### config.mk
export PLATFORM = sky130hd
export DESIGN_NAME = haar_feature_sum
export DESIGN_NICKNAME = d
export VERILOG_FILES = /design/src/rtl/haar_pkg.sv /design/src/rtl/haar_sat_conv.sv /design/src/rtl/haar_feature_sum.sv
export SDC_FILE = /design/constraint.sdc
export NUM_CORES = 1
export LEC_CHECK = 0
export ABC_AREA = 1
export CAP_MARGIN = 20
export CORE_MARGIN = 3
export CORE_UTILIZATION = 55
export CTS_CLUSTER_DIAMETER = 50
export DETAILED_ROUTE_END_ITERATION = 8
export PLACE_DENSITY = 0.77
export SYNTH_ARGS = -nofsm -noshare
export SYNTH_HDL_FRONTEND = slang
export SYNTH_SLANG_ARGS = --single-unit
### constraint.sdc
create_clock -name clk_i -period 6.2 [get_ports clk_i]
set_clock_uncertainty 0.15 [all_clocks]
set_input_delay 1.86 -clock clk_i [delete_from_list [all_inputs] [get_ports clk_i]]
set_output_delay 1.86 -clock clk_i [all_outputs]
set_load 0.005 [all_outputs]
### src/rtl/haar_pkg.sv
// Shared types and constants for the Haar feature-sum datapath.
// FSM encoding, corner signs, point-index fields and width helpers.
`timescale 1ns/1ps
package haar_pkg;

  typedef enum logic [1:0] {
    ST_IDLE,
    ST_ACCUM,
    ST_DRAIN,
    ST_HOLD
  } haar_st_e;

  // One bit per corner, 1 = positive contribution.
  localparam logic [3:0] CORNER_POS = 4'b0101;
  localparam logic [1:0] CORNER_FIRST = 2'd0;
  localparam logic [1:0] CORNER_LAST = 2'd3;

  localparam int PT_CORN_LO = 0;
  localparam int PT_CORN_HI = 1;
  localparam int PT_RECT_LO = 2;
  localparam int PT_RECT_HI = 3;

  function automatic int rect_w(input int dw);
    return dw + 2;
  endfunction

  function automatic int prod_w(input int dw, input int ww);
    return dw + 2 + ww;
  endfunction

  function automatic int acc_w(input int dw, input int ww);
    return dw + ww + 4;
  endfunction

endpackage

### src/rtl/haar_sat_conv.sv
// Narrows the feature accumulator to the output width.
// HAAR_SUM_SAT_EN selects saturation; otherwise two's-complement wrap.
`timescale 1ns/1ps
module haar_sat_conv #(
  parameter int IN_W  = 40,
  parameter int OUT_W = 32
) (
  input  logic signed [IN_W-1:0]  i_acc,
  output logic signed [OUT_W-1:0] o_sum
);

  generate
    if (IN_W > OUT_W) begin : g_narrow
`ifdef HAAR_SUM_SAT_EN
      logic [IN_W-OUT_W:0] w_hi;
      logic                w_ovf;

      assign w_hi  = i_acc[IN_W-1:OUT_W-1];
      assign w_ovf = ~((&w_hi) | ~(|w_hi));

      always_comb begin
        o_sum = i_acc[OUT_W-1:0];
        if (w_ovf) begin
          if (i_acc[IN_W-1]) begin
            o_sum = {1'b1, {(OUT_W-1){1'b0}}};
          end else begin
            o_sum = {1'b0, {(OUT_W-1){1'b1}}};
          end
        end
      end
`else
      logic w_unused_hi;

      assign w_unused_hi = ^i_acc[IN_W-1:OUT_W];
      assign o_sum       = i_acc[OUT_W-1:0];
`endif
    end else if (IN_W == OUT_W) begin : g_same
      assign o_sum = i_acc;
    end else begin : g_wide
      assign o_sum = {{(OUT_W-IN_W){i_acc[IN_W-1]}}, i_acc};
    end
  endgenerate

endmodule

### src/rtl/haar_feature_sum.sv
// Weighted Haar rectangle-sum evaluator with point-order checking.
// Build option HAAR_SUM_SAT_EN: saturating output conversion.
`timescale 1ns/1ps
module haar_feature_sum
  import haar_pkg::*;
#(
  parameter int DATA_W   = 32,
  parameter int MAX_RECT = 3,
  parameter int WEIGHT_W = 4,
  parameter int OUT_W    = 32
) (
  input  logic                       clk_i,
  input  logic                       rst_i,
  input  logic                       ii_val_i,
  output logic                       ii_ready_o,
  input  logic [DATA_W-1:0]          ii_data_i,
  input  logic [3:0]                 num_point_i,
  input  logic                       ii_last_i,
  input  logic signed [WEIGHT_W-1:0] weight_i,
  output logic signed [OUT_W-1:0]    sum_o,
  output logic                       sum_val_o,
  input  logic                       sum_ready_i,
  output logic                       err_o
);

  localparam int RECT_W = rect_w(DATA_W);
  localparam int PROD_W = prod_w(DATA_W, WEIGHT_W);
  localparam int ACC_W  = acc_w(DATA_W, WEIGHT_W);

  haar_st_e r_state;
  haar_st_e w_state_nxt;

  logic [4:0]                 r_exp_idx;
  logic signed [RECT_W-1:0]   r_rect;
  logic signed [WEIGHT_W-1:0] r_weight;
  logic signed [PROD_W-1:0]   r_prod;
  logic                       r_prod_vld;
  logic signed [ACC_W-1:0]    r_feat;
  logic signed [OUT_W-1:0]    r_sum;
  logic                       r_err;
  logic                       r_drain;

  logic [1:0]                 w_corner;
  logic [1:0]                 w_rect_idx;
  logic                       w_acc;
  logic                       w_err;
  logic                       w_good;
  logic                       w_bad;
  logic                       w_start;
  logic signed [RECT_W-1:0]   w_samp;
  logic signed [RECT_W-1:0]   w_rect_base;
  logic signed [RECT_W-1:0]   w_rect_nxt;
  logic signed [PROD_W-1:0]   w_rect_ext;
  logic signed [PROD_W-1:0]   w_wgt_ext;
  logic signed [PROD_W-1:0]   w_prod;
  logic signed [ACC_W-1:0]    w_prod_ext;
  logic signed [OUT_W-1:0]    w_conv;

  assign w_corner   = num_point_i[PT_CORN_HI:PT_CORN_LO];
  assign w_rect_idx = num_point_i[PT_RECT_HI:PT_RECT_LO];

  assign ii_ready_o = (r_state == ST_IDLE) || (r_state == ST_ACCUM);
  assign w_acc      = ii_val_i && ii_ready_o;

  assign w_err = ({1'b0, num_point_i} != r_exp_idx)
               | (int'(w_rect_idx) >= MAX_RECT)
               | (ii_last_i & (w_corner != CORNER_LAST));

  assign w_good  = w_acc & ~w_err;
  assign w_bad   = w_acc & w_err;
  assign w_start = w_good & (r_exp_idx == 5'd0);

  // Corner 0 restarts the rectangle; signs come from CORNER_POS.
  assign w_samp      = $signed({2'b00, ii_data_i});
  assign w_rect_base = (w_corner == CORNER_FIRST) ? '0 : r_rect;
  assign w_rect_nxt  = CORNER_POS[w_corner] ? (w_rect_base + w_samp)
                                            : (w_rect_base - w_samp);

  assign w_rect_ext = {{WEIGHT_W{w_rect_nxt[RECT_W-1]}}, w_rect_nxt};
  assign w_wgt_ext  = {{(PROD_W-WEIGHT_W){r_weight[WEIGHT_W-1]}},
                       r_weight};
  assign w_prod     = w_rect_ext * w_wgt_ext;
  assign w_prod_ext = {{(ACC_W-PROD_W){r_prod[PROD_W-1]}}, r_prod};

  haar_sat_conv #(
    .IN_W  (ACC_W),
    .OUT_W (OUT_W)
  ) u_conv (
    .i_acc (r_feat),
    .o_sum (w_conv)
  );

  always_comb begin
    w_state_nxt = r_state;
    unique case (r_state)
      ST_IDLE, ST_ACCUM: begin
        if (w_bad) begin
          w_state_nxt = ST_IDLE;
        end else if (w_good) begin
          w_state_nxt = ii_last_i ? ST_DRAIN : ST_ACCUM;
        end
      end
      ST_DRAIN: begin
        if (r_drain) begin
          w_state_nxt = ST_HOLD;
        end
      end
      ST_HOLD: begin
        if (sum_ready_i) begin
          w_state_nxt = ST_IDLE;
        end
      end
      default: w_state_nxt = ST_IDLE;
    endcase
  end

  always_ff @(posedge clk_i or posedge rst_i) begin
    if (rst_i) begin
      r_state <= ST_IDLE;
      r_drain <= 1'b0;
    end else begin
      r_state <= w_state_nxt;
      r_drain <= (r_state == ST_DRAIN) ? ~r_drain : 1'b0;
    end
  end

  always_ff @(posedge clk_i or posedge rst_i) begin
    if (rst_i) begin
      r_exp_idx  <= '0;
      r_rect     <= '0;
      r_weight   <= '0;
      r_prod     <= '0;
      r_prod_vld <= 1'b0;
      r_feat     <= '0;
      r_err      <= 1'b0;
    end else begin
      r_err      <= w_bad;
      r_prod_vld <= w_good && (w_corner == CORNER_LAST);
      if (w_bad) begin
        r_exp_idx <= '0;
        r_rect    <= '0;
        r_weight  <= '0;
        r_prod    <= '0;
      end else if (w_good) begin
        r_exp_idx <= ii_last_i ? 5'd0 : (r_exp_idx + 5'd1);
        r_rect    <= w_rect_nxt;
        if (w_corner == CORNER_FIRST) begin
          r_weight <= weight_i;
        end
        if (w_corner == CORNER_LAST) begin
          r_prod <= w_prod;
        end
      end
      // A pending product never coincides with a feature start.
      if (w_bad || w_start) begin
        r_feat <= '0;
      end else if (r_prod_vld) begin
        r_feat <= r_feat + w_prod_ext;
      end
    end
  end

  always_ff @(posedge clk_i or posedge rst_i) begin
    if (rst_i) begin
      r_sum <= '0;
    end else if ((r_state == ST_DRAIN) && r_drain) begin
      r_sum <= w_conv;
    end
  end

  assign sum_o     = r_sum;
  assign sum_val_o = (r_state == ST_HOLD);
  assign err_o     = r_err;

endmodule

Yosys cells after proc, flatten, opt, wreduce, memory -nomap -nowiden
Index checks and enable logic that the tools add are counted.
- register bits after elaboration: 158
- bits in latches: 0
- memory bits (writable): 0
- memory bits (read-only): 0
- output and inout port bits: 35
- memories: 0
- add/sub/neg operators: 4
- multiply operators: 1
- divide/modulo/power cells: 0
- magnitude comparators: 2
- equal/unequal tests: 9
- shifts and indexed selects: 0
- mux-type cells: 24
- bitwise logic cells: 8
- reduce and logical (&&, ||, !) cells: 16
- operators by type and width (kind ; number):
    $mux W34 ; 4
    $mux W38 ; 3
    $mux W40 ; 2
    $add A40 B38 Y40 ; 1
    $mul A34 B4 Y38 ; 1
    $add A34 B33 Y34 ; 1
    $sub A34 B33 Y34 ; 1
    $mux W5 ; 3
    $mux W4 ; 3
    $mux W2 ; 5
    $reduce_bool A2 Y1 ; 4
    $eq A2 B2 Y1 const B ; 3
    $pmux W2 S3 ; 1
    $add A5 B1 Y5 const B ; 1
    $logic_not A5 Y1 ; 1
    $ne A4 B5 Y1 ; 1
    $and A1 B1 Y1 ; 4
    $logic_not A2 Y1 ; 2
    $ne A2 B2 Y1 const B ; 2
    $reduce_and A2 Y1 ; 2
    $logic_and A1 B1 Y1 ; 3
    $lt A2 B3 Y1 const B ; 1
    $ne A3 B3 Y1 const B ; 1
    $reduce_and A3 Y1 ; 1
    9 further kinds ; 13

Logic depth before layout (Yosys ltp)
Gate-level depths: netlist (run 1).
- depth in word-level cells: 8
- gate-level depth with buffers: 39
- depth with buffers taken out: 39

Cells and area by module
Synthesis (run 1) repeated with hierarchy kept, for this count alone.
- cells, all modules: 2290
- area, all modules: 16389.5 um2
- modules (own cells, without submodules) (module ; times used ; cells each ; area an instance (um2) ; sequential area each (um2)):
    haar_feature_sum ; 1 ; 2258 ; 16149.2 ; 3953.8
    haar_sat_conv ; 1 ; 32 ; 240.2 ; 0.0

Worst setup path before layout (run 1)
OpenSTA, ideal clock, no wires.
- path type: in2reg
- from: in num_point_i[1]
- to: reg r_prod[31]
- library setup time: 117 ps
- arrival: 7233 ps
- path slack: -1300 ps
- stages on the path: 35
- path buffers: 1
- cell sequence: nor2_1 -> clkbuf_1 -> nor2_1 -> ha_1 -> inv_1 -> fa_1 -> inv_1 -> nand2_1 -> nand2_1 -> a21oi_1 -> o21ai_1 -> a21oi_1 -> o21ai_2 -> a21boi_2 -> xnor2_1 -> inv_1 -> nor2_1 -> fa_1 -> fa_1 -> ha_1 -> ha_1 -> nand2_1 -> nor2_1 -> inv_1 -> nor3_1 -> nand4_1 -> nand3_1 -> nand3_1 -> nand3_1 -> a21boi_0 -> a21oi_1 -> inv_1 -> nand3_1 -> nand3_1 -> nand2_1
- longest elaborated chain between the ends: 8
- elaborated cells on any way between the ends: 23
- those cells by class: 2 x add/sub; 1 x mul; 3 x eq/ne; 7 x mux; 6 x bitwise; 4 x reduce/logical
- RTL lines (what ; line ; text):
    start, declared ; haar_feature_sum.sv:17 ; input logic [3:0] num_point_i,
    $logic_not A2 Y1 ; haar_feature_sum.sv:75 ; assign w_rect_base = (w_corner == CORNER_FIRST) ? '0 : r_rect;
    $mux W34 ; haar_feature_sum.sv:75 ;
    $sub A34 B33 Y34 / $add A34 B33 Y34 (equally long branches) ; haar_feature_sum.sv:77, haar_feature_sum.sv:76 ;
    $mux W34 ; haar_feature_sum.sv:76 ; assign w_rect_nxt = CORNER_POS[w_corner] ? (w_rect_base + w_samp)
    $mul A34 B4 Y38 ; haar_feature_sum.sv:82 ; assign w_prod = w_rect_ext * w_wgt_ext;
    $mux W38 ; haar_feature_sum.sv:150 ; if (w_corner == CORNER_LAST) begin
    $mux W38 ; haar_feature_sum.sv:144 ; end else if (w_good) begin
    $mux W38 ; haar_feature_sum.sv:139 ; if (w_bad) begin
    end signal, assigned ; haar_feature_sum.sv:151 ; r_prod <= w_prod;
    end, declared ; haar_feature_sum.sv:36 ; logic signed [PROD_W-1:0] r_prod;
Several ways; a longest one is shown, not always the timed one. The select of a mux whose other input is x is not followed.
A chain may end at the register's enable or synchronous reset.

Worst setup path in the final report (run 1)
- from: in ii_data_i[7]
- to: reg r_prod[30]
- longest elaborated chain between the ends: 6
- elaborated cells on any way between the ends: 7
- those cells by class: 2 x add/sub; 1 x mul; 4 x mux
- RTL lines (what ; line ; text):
    start, declared ; haar_feature_sum.sv:16 ; input logic [DATA_W-1:0] ii_data_i,
    $sub A34 B33 Y34 / $add A34 B33 Y34 (equally long branches) ; haar_feature_sum.sv:77, haar_feature_sum.sv:76 ;
    $mux W34 * ; haar_feature_sum.sv:76 ;
    $mul A34 B4 Y38 * ; haar_feature_sum.sv:82 ;
    $mux W38 * ; haar_feature_sum.sv:150 ;
    $mux W38 * ; haar_feature_sum.sv:144 ;
    $mux W38 * ; haar_feature_sum.sv:139 ;
Every way passes the cells marked *; elsewhere a longest branch is shown, timed or not. The select of a mux whose other input is x is not followed.

==> results.py, run 1 <==
metrics = {
    "setup_path": {
        "startpoint_type": "primary input",
        "required_ns": 6.38,
        "critPathBufInv": 4,
        "crit_top_cell": "nand2_1",
        "crit_slowest_cell": "fa_1",
        "reg2reg_from": "r_rect[0]",
        "worst-setup-path-type": "primary input to flip-flop",
        "worst_path_dominant_cell_family": "simple AND/OR/NAND/NOR gates",
        "critPathMaxStageDelay_ns": 0.62,
        "endpoint_kind": "flip-flop",
        "critPathMaxFanout": 4,
        "critPathArrivalTime_ns": 7.94,
        "cp-startpoint": "ii_data_i[7]",
    },
    "run": {
        "cap_violations": 0,
    },
    "status": {
        "violations": "setup timing",
        "outcome": "finished with violations",
    },
    "global_routing": {
        "grt_max_degree": 96,
        "grt_pass1_wl_mm": 67.3,
        "grt-ovfl-total": 0,
        "grt_pass1_vias": 14200,
        "gr-usage-all-layers": 0.321,
        "antenna_found_initial": 0,
    },
    "synth": {
        "yosysWarnings": 0,
        "synth_edf_count": 0,
        "synth_cell_type_count": 54,
        "synth_area_leader_cell": "dfrtp_1",
        "synth-simple-area-share": 0.210,
        "synthMuxAreaShare": 0.00175,
        "synth_top_family_by_area": "adder cells",
        "syn-num-nets": 1941,
        "syn_inst": 1712,
        "synthArstFlopShare": 1.00,
        "seq_area_frac_synth": 0.276,
        "ys.flop_type": "dfrtp_1",
        "synth_top_area_frac": 0.276,
        "syn_area_um2": 12900,
        "yosysMostFrequentCell": "nand2_1",
        "synth_fa_ha_area_frac": 0.214,
        "avgSynthCellArea_um2": 7.53,
        "synth.area.top_cells": "dfrtp_1 28%, ha_1 12%, nand2_1 10%, fa_1 9.3%, inv_1 6.6%",
        "synth_compound_area_frac": 0.163,
        "ys_seq_elements": 142,
        "ys_top_cells_by_count": "344 x nand2_1, 225 x inv_1, 220 x nor2_1, 142 x dfrtp_1, 124 x ha_1",
        "synthXorXnorAreaFrac": 0.0564,
    },
    "power_and_ir_drop": {
        "ir_drop_v": 0.000144,
        "p_leak_nw": 9.58,
        "p_per_area_nw_per_um2": 191,
    },
    "routing": {
        "drtAntennaViolNets": 0,
        "finalWirelength_mm": 49.2,
        "drt-pass1-iter-count": 6,
        "wire_per_inst_um": 19.9,
        "vias": 14800,
        "drc": 0,
        "drt_iter0_markers": 1603,
        "routed_via_density": 6.00,
    },
    "final_layout": {
        "finalNetCount": 2375,
        "antenna_cells": 0,
        "syn2layout_area_growth_pct": 49.3,
        "drive_gt1_frac": 0.338,
        "final_cell_area_um2": 19200,
    },
    "placement": {
        "port_buffers": 79,
        "place_congestion": 0.912,
        "dpl.hpwl_mm": 26.9,
        "dp_slack_ns": -2.19,
        "dpl_cell_area_um2": 16600,
    },
    "floorplanning": {
        "rows": 55,
        "initial_core_util": 0.564,
        "dieArea_um2": 25300,
        "fp.dieH_um": 159,
        "die_w_um": 159,
        "ioPinCount": 80,
        "core_area_um2": 22800,
    },
    "timing": {
        "worst_slack_ns": -1.56,
        "maxSlewViolCount": 0,
        "period_needed_ns": 7.76,
        "hold_violations": 0,
        "finalCritPeriodShare": 1.25,
        "maxSlewHeadroom": 0.239,
        "rsz0062_at_grt": "true",
        "fmax_mhz": 129,
        "final-setup-viol-count": 24,
        "worst_pin_slew_ns": 1.14,
    },
    "cts": {
        "cts_max_level": 4,
        "clkTransAtPathRegs_ns": 0.07,
        "cts_buffers": 17,
        "clock_latency_ns": 0.45,
        "cts.sinks": 142,
        "cts.hold.buffers_added": 0,
        "cts_tree": "yes",
        "cts-root-buf": "clkbuf_16",
        "cts_buffer_depth": 2,
    },
    "worst_hold_path": {
        "hold_start": "sum_o[13]",
        "hold_path_class": "flip-flop to flip-flop",
    },
}
## repair_timing
item / 4_1_cts / 5_1_grt
pin swaps: 136 / 115
setup endpoints to repair: 27 / 26
setup buffers: 70 / 26
hold endpoints to repair: 0 / 0
resized for setup: 219 / 144
## final timing paths
| kind | slack (ns) | end | depth (start not counted) |
|---|---|---|---|
| worst max-delay path | -1.56 | r_prod[30] | 35 |
| max in group asynchronous | 3.18 | r_feat[13] | 3 |
| worst min-delay path | 0.33 | sum_o[13] | 2 |
| min in group asynchronous | 1.83 | sum_o[6] | 2 |
| worst min register to register | 0.33 | sum_o[13] | 2 |
| worst max register to register | 0.11 | r_prod[30] | 33 |
## logic make-up after synthesis
group                      Yosys count
and+or+nand+nor                    671
buffers and inverters              270
xor gates and xnor gates            83
AOI/OAI and AO/OA                  360
muxes                                2
DFF                                142
adders and majority gates          184
## state kept, by name (all words and copies together), names as in the netlist
| register | count |
|---|---|
| err_o | 1 |
| r_drain | 1 |
| r_exp_idx | 5 |
| r_feat | 32 |
| r_prod | 32 |
| r_prod_vld | 1 |
| r_rect | 32 |
| r_state | 2 |
| r_weight | 4 |
| sum_o | 32 |
## routing by layer
metal,wire length [um],up-vias,track usage
li1,-,6519,-
met1,17800,6987,0.389
met2,23900,995,0.563
met3,3840,343,0.0473
met4,3670,0,0.150
met5,0,-,0
## tightest hold or removal path, stage by stage (launching register included)
cell	delay (ns)
dfrtp_1	0.34
nand2_1	0.05
o21ai_0	0.06
## final cells by class
class	count	area, um2
Multi-Input combinational cell	1300	10100
Timing Repair Buffer	455	3710
Fill cell	1237	3610
Sequential cell	142	3550
Inverter	230	883
Clock buffer	17	425
Tap cell	313	392
Clock inverter	15	194
## through the flow
stage               power, mW  utilization  hold slack [ns]  std cells  setup TNS [ns]
CTS                      3.50        0.809            0.332       2452          -13.24
global route             3.81        0.842            0.355       2472          -28.44
floorplan                1.65            -            0.265       1712           -8.80
detailed placement       2.27        0.725            0.322       2351          -40.20
global placement         2.23        0.725            0.305       2351          -36.11
finish                   3.68        0.842            0.333       2472          -24.93
## report_power, final
group / leakage, nW / switching, mW / internal [mW]
Combinational: 7.31 / 0.783 / 0.707
Sequential: 1.97 / 0.0541 / 1.02
Clock: 0.305 / 0.502 / 0.617
Total: 9.58 / 1.34 / 2.34
## placed cells by master, fill, tap and decap left out, types with 7 or more instances in the layout
master,netlist,final
nand3_2,0,9
clkbuf_16,0,17
nor3_1,19,12
xor2_2,0,10
buf_4,0,349
a21oi_1,117,66
a21oi_2,2,42
xnor2_2,0,7
o21ai_0,112,81
xnor2_1,31,20
inv_2,4,31
inv_1,225,193
o21ai_1,7,23
dfrtp_1,142,142
nor2_2,1,41
o22ai_1,52,52
fa_1,60,58
o21ai_2,1,11
nand2_2,0,26
xor2_1,52,41
a31oi_1,10,7
nand4_1,11,11
clkdlybuf4s50_1,0,66
nor2_4,1,12
a21oi_4,0,11
nand2_4,0,11
nand3_1,56,44
ha_4,0,47
o21bai_1,9,9
nor2_1,220,169
buf_6,1,28
a21o_1,10,10
ha_1,124,74
nand2_1,344,307
Note: power is estimated with default switching activity, not from simulation.
==> run 2, diff against run 1 <==
- CORE_UTILIZATION: 55 -> 56
- PLACE_DENSITY: 0.77 -> 0.78
==> results.py, run 2 (synthesis results as in run 1) <==
metrics = {
    "routing": {
        "routed_via_density": 5.93,
        "drc": 0,
        "drt_iter0_markers": 1314,
        "drtAntennaViolNets": 0,
        "vias": 14400,
        "wire_per_inst_um": 18.7,
        "finalWirelength_mm": 45.4,
        "drt-pass1-iter-count": 6,
    },
    "floorplanning": {
        "die_w_um": 158,
        "core_area_um2": 22200,
        "initial_core_util": 0.580,
        "dieArea_um2": 24900,
        "ioPinCount": 80,
        "rows": 54,
        "fp.dieH_um": 158,
    },
    "final_layout": {
        "final_common_cell": "buf_4",
        "syn2layout_area_growth_pct": 45.8,
        "nFillCells": 1183,
        "drive_gt1_frac": 0.318,
        "final_util": 0.846,
        "antenna_cells": 0,
        "finalNetCount": 2358,
        "layout_common_cells": "349 x buf_4, 308 x nand2_1, 199 x inv_1",
    },
    "timing": {
        "maxSlewViolCount": 0,
        "totalNegativeSetupSlack_ns": -23.80,
        "worst_pin_slew_ns": 1.20,
        "maxSlewHeadroom": 0.198,
        "rsz0062_at_grt": "true",
        "period_needed_ns": 7.77,
        "finalCritPeriodShare": 1.25,
        "fmax_mhz": 129,
        "hold_violations": 0,
        "final-setup-viol-count": 25,
        "worst_slack_ns": -1.57,
    },
    "power_and_ir_drop": {
        "p_leak_nw": 9.42,
        "ir_drop_v": 0.000144,
        "p_per_area_nw_per_um2": 193,
    },
    "cts": {
        "cts_buffers": 17,
        "cts_tree": "yes",
        "cts_buffer_depth": 2,
        "clock_latency_ns": 0.44,
        "cts.hold.buffers_added": 0,
        "cts_max_level": 4,
        "clkTransAtPathRegs_ns": 0.08,
        "cts-root-buf": "clkbuf_16",
        "cts.sinks": 142,
    },
    "worst_hold_path": {
        "hold_path_class": "flip-flop to flip-flop",
    },
    "global_routing": {
        "gr-usage-all-layers": 0.311,
        "grt_pass1_vias": 13500,
        "use_met2": 0.554,
        "grt_max_degree": 111,
        "antenna_found_initial": 0,
        "use_met3": 0.0388,
        "grt_pass1_wl_mm": 63.2,
        "grt-ovfl-total": 0,
        "grt_util_met1": 0.388,
        "top_usage_layer": "met2",
    },
    "setup_path": {
        "reg2reg_to": "r_prod[31]",
        "cp-startpoint": "ii_data_i[0]",
        "required_ns": 6.35,
        "critPathMaxStageDelay_ns": 0.56,
        "reg2reg_slack_ns": 0.13,
        "endpoint_kind": "flip-flop",
        "critPathArrivalTime_ns": 7.93,
        "reg2reg_from": "r_rect[3]",
        "cp-endpoint": "r_prod[31]",
        "crit_top_cell": "nand2_1",
        "worst-setup-path-type": "primary input to flip-flop",
        "reg2regPathDepth": 30,
        "crit_slowest_cell": "fa_1",
        "critPathMaxFanout": 5,
        "startpoint_type": "primary input",
    },
    "status": {
        "violations": "setup timing",
        "outcome": "finished with violations",
    },
    "placement": {
        "dpl.hpwl_mm": 27.3,
        "place_congestion": 0.916,
        "port_buffers": 79,
    },
    "run": {
        "cap_violations": 0,
    },
}
run 2: changes by cell type in the layout (fill, tap and decap cells not counted), moves of 6 or more:
cell	before	now
nor2_1	169	176
inv_1	193	199
o21ai_1	23	29
a21oi_2	42	36
ha_4	47	40
nor2_2	41	33
buf_6	28	11
a21oi_1	66	73
run 2: timing repair:
action,in CTS,in global routing
setup buffers,41,35
resized for setup,158,134
endpoints found under the setup margin,27,26
pin swaps,82,87
cloned,0,0
run 2: report_power, final:
| group | total [mW] | internal (mW) | switching (mW) | leakage [nW] |
|---|---|---|---|---|
| Clock | 1.11 | 0.619 | 0.495 | 0.309 |
| Sequential | 1.07 | 1.02 | 0.0511 | 1.97 |
| Combinational | 1.45 | 0.682 | 0.764 | 7.15 |
| Total | 3.63 | 2.32 | 1.31 | 9.42 |
run 2: layout make-up:
type	instances	area (um2)	share of cell area
Sequential cell	142	3550	0.189
Timing Repair Buffer	438	3510	0.187
Clock inverter	15	200	0.0106
Inverter	230	871	0.0463
Clock buffer	17	425	0.0226
Multi-Input combinational cell	1300	9890	0.526
Tap cell	280	350	0.0186
run 2: metal layers:
layer	part of all wire	vias up
li1	-	6470
met1	0.38	6713
met2	0.48	878
met3	0.069	293
met4	0.071	0
met5	0	-
run 2: worst min path at each step:
stage          startpoint        to  cells past startpoint
5_1_grt          sum_o[2]  sum_o[2]                      2
3_5_place_dp      r_drain   r_drain                      1
4_1_cts           r_drain   r_drain                      1
2_1_floorplan     r_drain   r_drain                      1
6_report          r_drain   r_drain                      1
3_3_place_gp      r_drain   r_drain                      1
run 2: worst max-delay path, delay by kind of cell:
family                     cells  cell delay, ns
buffers and inverters          7            0.86
xor gates and xnor gates       2            0.48
adders and majority gates      5            2.16
and+or+nand+nor               16            1.81
AOI/OAI and AO/OA              4            0.75
run 2: metrics by stage:
stage,setup slack [ns],cells,hold WS (ns),power (mW),instance area (um2)
floorplan,-0.842,1712,0.265,1.65,13400
global placement,-2.05,2314,0.302,2.23,16500
detailed placement,-2.30,2314,0.306,2.27,16500
CTS,-1.02,2387,0.316,3.45,18000
global route,-1.76,2422,0.353,3.77,18800
finish,-1.57,2422,0.316,3.63,18800
